===== src/rtl/nubus_master_seq.sv =====
// nubus_master_seq
//
// Card-side NuBus master transaction sequencer. It takes one single-word
// request from card logic and runs it on NuBus: arbitration, address cycle,
// data cycle and ACK/status decode. It rearbitrates on try-again-later ACKs
// and aborts the data cycle after TIMEOUT clocks without ACK. The cycle
// strobes go to nubus_misc, which gates the transceivers and the address
// register.
//
// Parameters
//   ARB_CYCLES  clocks arbitration is held before grant is sampled (>=1)
//   TIMEOUT     data-cycle clocks without ACK before abort with status 10
//   RETRY_MAX   try-again-later retries before status 11 (0 = no retry)
//
// Ports
//   clk, reset             NuBus clock; asynchronous active-high reset
//   mem_valid, mem_write   request from card logic (write sampled on accept)
//   mem_ready, mem_status  one-clock completion pulse and its status
//                          (00 ok, 01 error, 10 timeout, 11 retries exhausted)
//   arb_grant, bus_idle    arbitration result and bus-free indication
//   nub_ackn, nub_tmn      NuBus /ACK and /TM1,/TM0 (active-low)
//   nub_rqstn, nub_startn  NuBus /RQST and /START (active-low)
//   master, arbcy, adrcy, dtacy, mtm1n
//                          cycle strobes and write/read direction to nubus_misc
module nubus_master_seq #(
    parameter int ARB_CYCLES = 2,
    parameter int TIMEOUT    = 255,
    parameter int RETRY_MAX  = 3
) (
    input  logic       clk,
    input  logic       reset,
    input  logic       mem_valid,
    input  logic       mem_write,
    output logic       mem_ready,
    output logic [1:0] mem_status,
    input  logic       arb_grant,
    input  logic       bus_idle,
    input  logic       nub_ackn,
    input  logic [1:0] nub_tmn,
    output logic       nub_rqstn,
    output logic       nub_startn,
    output logic       master,
    output logic       arbcy,
    output logic       adrcy,
    output logic       dtacy,
    output logic       mtm1n
);

    localparam int AW = $clog2(ARB_CYCLES + 1);
    localparam int TW = $clog2(TIMEOUT + 1);
    localparam int RW = (RETRY_MAX > 0) ? $clog2(RETRY_MAX + 1) : 1;

    localparam logic [AW-1:0] ARB_LAST  = AW'(ARB_CYCLES);
    localparam logic [TW-1:0] TO_LAST   = TW'(TIMEOUT - 1);
    localparam logic [RW-1:0] RETRY_LIM = RW'(RETRY_MAX);

    typedef enum logic [2:0] {
        IDLE,
        ARB,
        ADDR,
        DATA,
        DONE
    } state_t;

    state_t        state;
    logic [AW-1:0] arb_cnt;
    logic [TW-1:0] to_cnt;
    logic [RW-1:0] retry_cnt;

    logic [1:0]    st;
    logic [1:0]    ack_status;
    logic          retry_ok;
    logic [AW-1:0] arb_nxt;

    // Status lines are active-low on the bus.
    assign st = ~nub_tmn;

    // 00 ok, 11 try-again-later (reported as 11 once retries run out),
    // anything else is a bus error.
    assign ack_status = (st == 2'b00) ? 2'b00 :
                        (st == 2'b11) ? 2'b11 : 2'b01;

    assign retry_ok = (st == 2'b11) && (retry_cnt < RETRY_LIM);

    // Arbitration count after this clock; it saturates at ARB_LAST so that a
    // granted-but-busy bus keeps re-checking every clock.
    assign arb_nxt = (arb_cnt == ARB_LAST) ? arb_cnt : arb_cnt + 1'b1;

    always_ff @(posedge clk or posedge reset) begin
        if (reset) begin
            state      <= IDLE;
            arb_cnt    <= '0;
            to_cnt     <= '0;
            retry_cnt  <= '0;
            mem_ready  <= 1'b0;
            mem_status <= 2'b00;
            nub_rqstn  <= 1'b1;
            nub_startn <= 1'b1;
            master     <= 1'b0;
            arbcy      <= 1'b0;
            adrcy      <= 1'b0;
            dtacy      <= 1'b0;
            mtm1n      <= 1'b0;
        end else begin
            mem_ready <= 1'b0;
            unique case (state)
                IDLE: begin
                    if (mem_valid) begin
                        state     <= ARB;
                        mtm1n     <= mem_write;
                        retry_cnt <= '0;
                        arb_cnt   <= '0;
                        master    <= 1'b1;
                        arbcy     <= 1'b1;
                        nub_rqstn <= 1'b0;
                    end
                end

                ARB: begin
                    if (arb_nxt == ARB_LAST) begin
                        if (arb_grant && bus_idle) begin
                            state      <= ADDR;
                            arb_cnt    <= '0;
                            arbcy      <= 1'b0;
                            adrcy      <= 1'b1;
                            nub_rqstn  <= 1'b1;
                            nub_startn <= 1'b0;
                        end else if (arb_grant) begin
                            // Won, but another master still owns the bus.
                            arb_cnt <= ARB_LAST;
                        end else begin
                            // Lost: restart the arbitration window.
                            arb_cnt <= '0;
                        end
                    end else begin
                        arb_cnt <= arb_nxt;
                    end
                end

                ADDR: begin
                    state      <= DATA;
                    to_cnt     <= '0;
                    adrcy      <= 1'b0;
                    nub_startn <= 1'b1;
                    dtacy      <= 1'b1;
                end

                DATA: begin
                    // ACK takes priority over the timeout in the same clock.
                    if (!nub_ackn && retry_ok) begin
                        state     <= ARB;
                        retry_cnt <= retry_cnt + 1'b1;
                        arb_cnt   <= '0;
                        dtacy     <= 1'b0;
                        arbcy     <= 1'b1;
                        nub_rqstn <= 1'b0;
                    end else if (!nub_ackn || (to_cnt == TO_LAST)) begin
                        state      <= DONE;
                        dtacy      <= 1'b0;
                        master     <= 1'b0;
                        mem_ready  <= 1'b1;
                        mem_status <= nub_ackn ? 2'b10 : ack_status;
                    end else begin
                        to_cnt <= to_cnt + 1'b1;
                    end
                end

                DONE: begin
                    state <= IDLE;
                end

                default: begin
                    state <= IDLE;
                end
            endcase
        end
    end

endmodule


===== config.mk =====
export PLATFORM = sky130hd
export DESIGN_NAME = nubus_master_seq
export DESIGN_NICKNAME = d
export VERILOG_FILES = /design/src/rtl/nubus_master_seq.sv
export SDC_FILE = /design/constraint.sdc
export NUM_CORES = 1
export LEC_CHECK = 0
export CAP_MARGIN = 10
export CORE_ASPECT_RATIO = 0.5
export CORE_UTILIZATION = 40
export DETAILED_ROUTE_END_ITERATION = 10
export SLEW_MARGIN = 40
export SYNTH_ARGS = -nofsm -noshare
export SYNTH_HDL_FRONTEND = slang
export SYNTH_SLANG_ARGS = --single-unit

===== constraint.sdc =====
create_clock -name clk -period 1.7 [get_ports clk]
set_input_delay 0.255 -clock clk [delete_from_list [all_inputs] [get_ports clk]]
set_output_delay 0.255 -clock clk [all_outputs]
set_load 0.01 [all_outputs]

# Word-level counts from Yosys, hierarchy flattened
# Index checks and enable logic that the tools add are counted.
[totals]
register_bits = 25
inputBits = 9
word_cells = 96
[op_classes]
add_sub_neg = 3
n_lt_le_gt_ge = 1
n_eq_ne = 15
n_mux = 41
bitwise = 2
n_reduce_logical = 21
[op_table]
columns = ["cell", "n"]
rows = [
  ["2-bit two-way mux", 10],
  ["8-bit two-way mux", 2],
  ["8-bit case mux with 2 select lines", 1],
  ["3-bit two-way mux", 5],
  ["3-bit AND reduction", 5],
  ["1-bit two-way mux", 14],
  ["2-bit != test (second input constant)", 7],
  ["3-bit case mux with 4 select lines", 1],
  ["8-bit by 1-bit adder with 8-bit output (second input constant)", 1],
  ["8-bit == test (second input constant)", 1],
  ["1-bit case mux with 2 select lines", 4],
  ["4-bit AND reduction", 2],
  ["2-bit == test (second input constant)", 3],
  ["3-bit by 2-bit == test with 1-bit output (second input constant)", 2],
  ["1-bit case mux with 3 select lines", 2],
  ["2-bit case mux with 3 select lines", 1],
  ["2-bit nonzero test", 3],
  ["5-bit AND reduction", 1],
  ["2-bit by 1-bit adder with 2-bit output (second input constant)", 2],
  ["2-bit case mux with 2 select lines", 1],
  ["2-bit AND reduction", 2],
  ["3-bit by 1-bit == test with 1-bit output (second input constant)", 1],
  ["1-bit logical AND", 3],
  ["3-bit zero test", 1],
  ["8 further kinds", 8],
]

# Longest topological paths before layout
# Gate-level depths: netlist of run 1.
[logic_depth]
depth_word = 6
ltp_mapped = 6
mapped_depth_nobuf = 6

# Least setup slack after synthesis of run 1
# Ideal clock, no wire load.
[synth_path]
path_kind = "register to register"
from = "register to_cnt[0]"
to = "register to_cnt[4]"
setup_ns = 0.124
arrival_ns = 1.438
required_time_ns = 1.576
path_slack_ns = 0.138
path_stages_with_launch = 7
path_buffers = 0
cell_sequence = "dfrtp_1 > inv_1 > ha_1 > nand3_1 > o21ai_4 > o311a_1 > a211o_1"
[synth_between]
elab_chain_cells = 4
[synth_rtl]
columns = ["item", "line_no", "text"]
rows = [
  ["start, declared", "67", "logic [TW-1:0] to_cnt;"],
  ["start signal, assigned", "164", "to_cnt <= to_cnt + 1'b1;"],
  ["8-bit by 1-bit adder with 8-bit output / 8-bit == test (equally long branches)", "164, 157", ""],
  ["8-bit two-way mux / 1-bit logical OR (equally long branches)", "157", "end else if (!nub_ackn || (to_cnt == TO_LAST)) begin"],
  ["8-bit two-way mux / 2-bit != test (equally long branches)", "-", ""],
  ["8-bit case mux with 2 select lines / 3-bit AND reduction (equally long branches)", "-", ""],
]
# Several ways; a longest one is shown, not always the timed one. The select of a mux whose other input is x is not followed.
# A chain may end at the register's enable or synchronous reset.

# Worst setup path in the final report of run 1
[layout_path]
from = "register retry_cnt[0]"
to = "register arb_cnt[0]"
[layout_between]
elab_chain_cells = 5
[layout_rtl]
columns = ["item", "line_no", "text"]
rows = [
  ["start, declared", "68", "logic [RW-1:0] retry_cnt;"],
  ["start signal, assigned", "152", "retry_cnt <= retry_cnt + 1'b1;"],
  ["2-bit < comparator", "83", "assign retry_ok = (st == 2'b11) && (retry_cnt < RETRY_LIM);"],
  ["1-bit logical AND", "83", ""],
  ["1-bit logical AND", "150", "if (!nub_ackn && retry_ok) begin"],
  ["2-bit != test (no source line)", "-", ""],
  ["3-bit AND reduction (no source line)", "-", ""],
  ["end signal, assigned", "136", "arb_cnt <= arb_nxt;"],
  ["end, declared", "66", "logic [AW-1:0] arb_cnt;"],
]
# Every way passes these cells.

==> impl_metrics.ini, run 1 <==
[die]
die_w_um = 85.4
die_h_um = 43.7
start_util = 0.441
num_rows = 14
die-area_mm2 = 0.00373
core_area_mm2 = 0.00315
pin_count = 19

[sta]
min_period_ns = 1.63
hold_violations = 0
finalCritPeriodShare = 0.960
relSlewSlack = 0.755
timing.fmax_mhz = 613
setup_ws_ns = 0.0677
clock_skew_ns = 0.00673
rsz0062_at_grt = true
fin_tns_setup_ns = 0
worst_slew_pin_slew_ns = 0.364
slew_violations = 0
setup_viol = 0

[power]
p_leak_nw = 0.769
p_total_w = 0.00270
ir_drop_mv = 0.656
power_density_mw_per_mm2 = 1510

[run_status]
status = finished, final reports clean

[synthesis]
synth_ff_type = dfrtp_1
synth_edf_count = 0
ys_ff_latch = 25
synth_nets = 157
yosysSeqAreaShare = 0.452
syn_inst = 144
avgSynthCellArea_um2 = 9.65
async_flop_share = 1.00
yosysWarnings = 0
mappedNetlistArea_mm2 = 0.00139
synthDistinctLibCells = 49

[clocking]
cts_tree = yes
numCtsBuffers = 3
cts_buffer_depth = 2
cts_max_level = 1
root_buffer = clkbuf_8
clock_latency_ns = 0.27
clk_pin_slew_ns = 0.09
cts_sinks = 25

[grt]
grt_max_degree = 26
antenna_found_initial = 0
grt-ovfl-total = 0
grt_pass1_wl_um = 5260
first_global_vias = 1110
gr-usage-all-layers = 0.190

[detailed_routing]
drc_errors = 0
post_drt_wl_per_cell_um = 14.0
firstDrtPassIters = 4
drtIter0Drc = 67
vias = 1218
drt_wl_total_um = 3060
viasPerCell = 5.59
ant_nets = 0

[critical_path]
path_cells = ha_4, nor4_4, a21oi_2, or2_1, a32o_1
cpMaxStageDelayCell = dfrtp_1
start_kind = register
crit_type = register to register
worstPathRequired_ns = 1.87
critPathMaxStageDelay_ns = 0.44
crit_path_end_kind = register
path_max_fanout = 4
worstPathArrival_ns = 1.80

[layout]
n_antenna_cell = 0
syn_to_final_growth_pct = 28.7
nets = 192
nFillCells = 290
drive_gt1_frac = 0.197
fin_cells = 218
stdcell_area_mm2 = 0.00179
multi_input_area_um2 = 694
ff_latch_area_um2 = 628

[run]
maxCapViolCount = 0

[placed_design]
hpwl_um = 2250
dpl_worst_slack_ns = -0.0995
place.port_buffers = 18
dp_cells = 213
place_area_mm2 = 0.00172
gp_congestion = 0.829

[worst_hold_path]
hp-class = primary input to async pin
==> sequential cells by signal, summed over array words and instances, names as in the netlist, 2 cells and up <==
signal      cells
to_cnt          8
retry_cnt       2
mem_status      2
arb_cnt         2
state           3
==> synth_stat cells (2+ instances only) <==
cell	count	area share
buf_2	5	0.018
nand2b_1	2	0.0090
nand2_1	13	0.035
a31oi_1	2	0.0090
nor4_1	2	0.0090
inv_1	9	0.024
nor3_1	5	0.018
and4_1	3	0.019
ha_1	4	0.036
nor2_1	9	0.024
clkbuf_1	2	0.0054
nor2b_1	2	0.0090
o21a_1	2	0.011
a21o_1	2	0.011
nand3b_1	2	0.011
nand3_1	4	0.014
dfstp_2	2	0.038
a21oi_1	6	0.022
nand4_1	3	0.014
o22ai_1	2	0.0090
o211ai_1	2	0.011
a22o_1	3	0.019
o21ai_0	8	0.029
and2_1	3	0.014
dfrtp_1	23	0.41
==> critical path, delay by kind of cell, from the launching register on <==
| family | cells | cell delay (ns) |
|---|---|---|
| compound gates | 2 | 0.31 |
| fa+ha+maj | 1 | 0.20 |
| flops | 1 | 0.44 |
| simple gates | 2 | 0.58 |
==> logic make-up after synthesis <==
group / Yosys count / synth area share
flops: 25 / 0.452
compound gates: 42 / 0.221
buf+inv: 18 / 0.0612
fa+ha+maj: 4 / 0.0360
simple gates: 53 / 0.214
mux: 2 / 0.0153
==> routing by layer <==
metal,share of wire,vias up,GRT usage,wire [um]
li1,-,595,-,-
met1,0.51,590,0.260,1560
met2,0.44,28,0.287,1330
met3,0.042,5,0.0571,130
met4,0.013,0,0.0767,40
met5,0,-,0,0
==> repair_timing <==
item,in CTS,in global routing
hold endpoints to repair,0,0
buffers inserted,0,1
gates resized for setup,0,3
endpoints found under the setup margin,0,8
hold buffers,0,0
==> area by class of cell <==
class                           instances  share of cell area
Inverter                                9              0.0189
Multi-Input combinational cell        101               0.388
Clock buffer                            4              0.0252
Timing Repair Buffer                   39               0.189
Tap cell                               40              0.0280
Sequential cell                        25               0.351
==> worst paths after layout <==
kind | start | end | depth (start not counted) | slack (ns)
max in group asynchronous | reset | nub_rqstn | 3 | 1.09
hold reg to reg | arb_cnt[1] | arb_cnt[1] | 1 | 0.48
setup reg to reg | retry_cnt[0] | arb_cnt[0] | 5 | 0.07
setup / recovery | retry_cnt[0] | arb_cnt[0] | 5 | 0.07
hold / removal | reset | retry_cnt[0] | 3 | 0.32
min in group clk | arb_cnt[1] | arb_cnt[1] | 1 | 0.48
==> layout by cell type, fill, tap and decap left out, drive strengths merged, types with 2 or more instances in the layout <==
| master | netlist | final |
|---|---|---|
| o21ai | 9 | 9 |
| o22ai | 2 | 2 |
| o21a | 2 | 2 |
| o211ai | 2 | 2 |
| a22o | 3 | 3 |
| and4 | 3 | 3 |
| nand2 | 14 | 14 |
| nand2b | 2 | 2 |
| ha | 4 | 4 |
| and2 | 3 | 3 |
| nand3b | 2 | 2 |
| nor4 | 3 | 3 |
| clkbuf | 2 | 4 |
| nand3 | 4 | 4 |
| inv | 9 | 9 |
| nor2 | 9 | 9 |
| buf | 7 | 21 |
| a21o | 2 | 2 |
| a31oi | 2 | 2 |
| clkdlybuf4s50 | 0 | 18 |
| nor3 | 5 | 5 |
| nand4 | 4 | 4 |
| a21oi | 7 | 7 |
| dfstp | 2 | 2 |
| nor2b | 2 | 2 |
| dfrtp | 23 | 23 |
==> through the flow <==
stage	util	hold slack, ns
3_5_place_dp	0.545	0.468
6_report	0.567	0.323
2_1_floorplan	-	0.281
3_3_place_gp	0.545	0.461
5_1_grt	0.567	0.355
4_1_cts	0.560	0.328
==> power breakdown <==
group          internal, W  switching (W)  total, W
registers         0.000817       0.000172  0.000989
logic             0.000686       0.000660   0.00135
clock network     0.000168       0.000198  0.000366
total              0.00167        0.00103   0.00270
(Power assumes the default switching activity.)
==> run 2, diff against run 1 <==
Settings changed: CORE_MARGIN set to 1.5, HOLD_SLACK_MARGIN set to 0.06.
==> run 2 against run 1 <==
Compared with the run above: clock skew shrank 0.0023 ns; hold slack gained 0.020 ns; via count shrank 4.7%; sequential cell count is the same; first-iteration DRC count shrank 19%; count of clock-buffer cells in the layout shrank 1; wire length grew 2.6%; clock power is essentially flat; critical endpoint unchanged; combinational power is essentially flat; power shrank 0.16%.
==> impl_metrics.ini, run 2 (same netlist as run 1, synthesis figures left out) <==
[die]
num_rows = 14
core_area_mm2 = 0.00315
pin_count = 19
die_w_um = 86.4
die_h_um = 44.7
die-area_mm2 = 0.00386
start_util = 0.441

[layout]
final_common_cell = dfrtp_1
largest_reg_flops = 8
stdcell_area_mm2 = 0.00177
final_util = 0.562
most-common-layout-cells = dfrtp_1 (23), buf_4 (20), clkdlybuf4s50_1 (18)
largestRegisters = to_cnt: 8 flops, state: 3 flops
n_antenna_cell = 0
nets = 191
syn_to_final_growth_pct = 27.5
fin_cells = 217
nFillCells = 294
regMostFlops = to_cnt
drive_gt1_frac = 0.198

[run]
maxCapViolCount = 0

[power]
p_leak_nw = 0.768
comb_power_share = 0.499
p_int_w = 0.00165
swShare = 0.388
power_density_mw_per_mm2 = 1520
p_seq_frac = 0.366
power_frac_clock = 0.135
ir_drop_mv = 0.673
p_switching_w = 0.00105

[placed_design]
place.port_buffers = 18
place_area_mm2 = 0.00170
dp_cells = 211
gp_congestion = 0.891
hpwl_um = 2240

[grt]
grt-ovfl-total = 0
antenna_found_initial = 0
first_global_vias = 1144
grt_max_degree = 26
gr-usage-all-layers = 0.180
grt_pass1_wl_um = 5220

[critical_path]
worstPathArrival_ns = 1.82
start_kind = register
crit_type = register to register
crit_path_end_kind = register
path_max_fanout = 3
worstPathRequired_ns = 1.87
rr_worst_depth = 5

[sta]
clock_skew_ns = 0.00446
hold_violations = 0
relSlewSlack = 0.669
rsz0062_at_grt = false
finalCritPeriodShare = 0.974
setup_viol = 0
timing.fmax_mhz = 604
min_period_ns = 1.66
worst_slew_pin_slew_ns = 0.497
slew_violations = 0

[clocking]
clk_pin_slew_ns = 0.09
cts_buffer_depth = 2
cts_sinks = 25
numCtsBuffers = 3
hold_buffers = 0
cts_tree = yes
clock_latency_ns = 0.27
root_buffer = clkbuf_8
cts_max_level = 1

[detailed_routing]
viasPerCell = 5.35
drtIter0Drc = 54
firstDrtPassIters = 4
ant_nets = 0
vias = 1161
drc_errors = 0
drt_wl_total_um = 3140
post_drt_wl_per_cell_um = 14.5

[worst_hold_path]
hp-class = primary input to async pin

[run_status]
status = finished, final reports clean
[run 2: power groups by stage]
stage	Sequential, W	Clock, W	Combinational (W)
2_1_floorplan	0.000994	0	0.000830
3_3_place_gp	0.000990	0	0.00132
3_5_place_dp	0.000993	0	0.00133
4_1_cts	0.000985	0.000380	0.00133
5_1_grt	0.00103	0.000406	0.00149
6_report	0.000986	0.000364	0.00135
[run 2: worst max-delay path: stages (launching register included)]
cell and delay, ns:
dfrtp_1 0.42, ha_2 0.22, nor4_4 0.35, a21oi_2 0.12, or2_1 0.23, a32o_1 0.21
[run 2: stage by stage]
stage / TNS, ns / power (W) / hold slack [ns] / setup WS [ns]
4_1_cts: 0 / 0.00270 / 0.357 / 0.0460
2_1_floorplan: 0 / 0.00182 / 0.281 / 0.138
3_5_place_dp: -0.131 / 0.00232 / 0.466 / -0.0822
5_1_grt: 0 / 0.00292 / 0.399 / 0.00268
3_3_place_gp: -0.0952 / 0.00231 / 0.462 / -0.0557
6_report: 0 / 0.00270 / 0.344 / 0.0441
[run 2: cell type report]
class                      count  area, um2  area share
tap                           40       50.0      0.0282
sequential                    25        628       0.354
inverter                       9       33.8      0.0191
clock inverter                 1       5.00     0.00282
timing repair buffer          38        330       0.186
multi-input combinational    101        684       0.386
clock buffer                   3       41.3      0.0233
[run 2: final timing paths]
| kind | startpoint | slack [ns] | to |
|---|---|---|---|
| setup / recovery | retry_cnt[0] | 0.04 | arb_cnt[0] |
| hold / removal | reset | 0.34 | arbcy |
| setup reg to reg | retry_cnt[0] | 0.04 | arb_cnt[0] |
| hold reg to reg | arb_cnt[1] | 0.48 | arb_cnt[1] |
| max in group asynchronous | reset | 1.06 | nub_startn |
| min in group clk | arb_cnt[1] | 0.48 | arb_cnt[1] |
[run 2: what timing repair did]
action,CTS,global route
setup endpoints to repair,0,5
gates resized for setup,0,2
buffers inserted,0,2
[run 2: routing by layer]
| metal | track usage | up-vias | share of wire | routed length, um |
|---|---|---|---|---|
| met4 | 0.0387 | 0 | 0.0061 | 19 |
| met1 | 0.242 | 553 | 0.52 | 1640 |
| met3 | 0.0504 | 2 | 0.031 | 97 |
| met2 | 0.295 | 14 | 0.44 | 1380 |
| li1 | - | 592 | - | - |
| met5 | 0 | - | 0 | 0 |
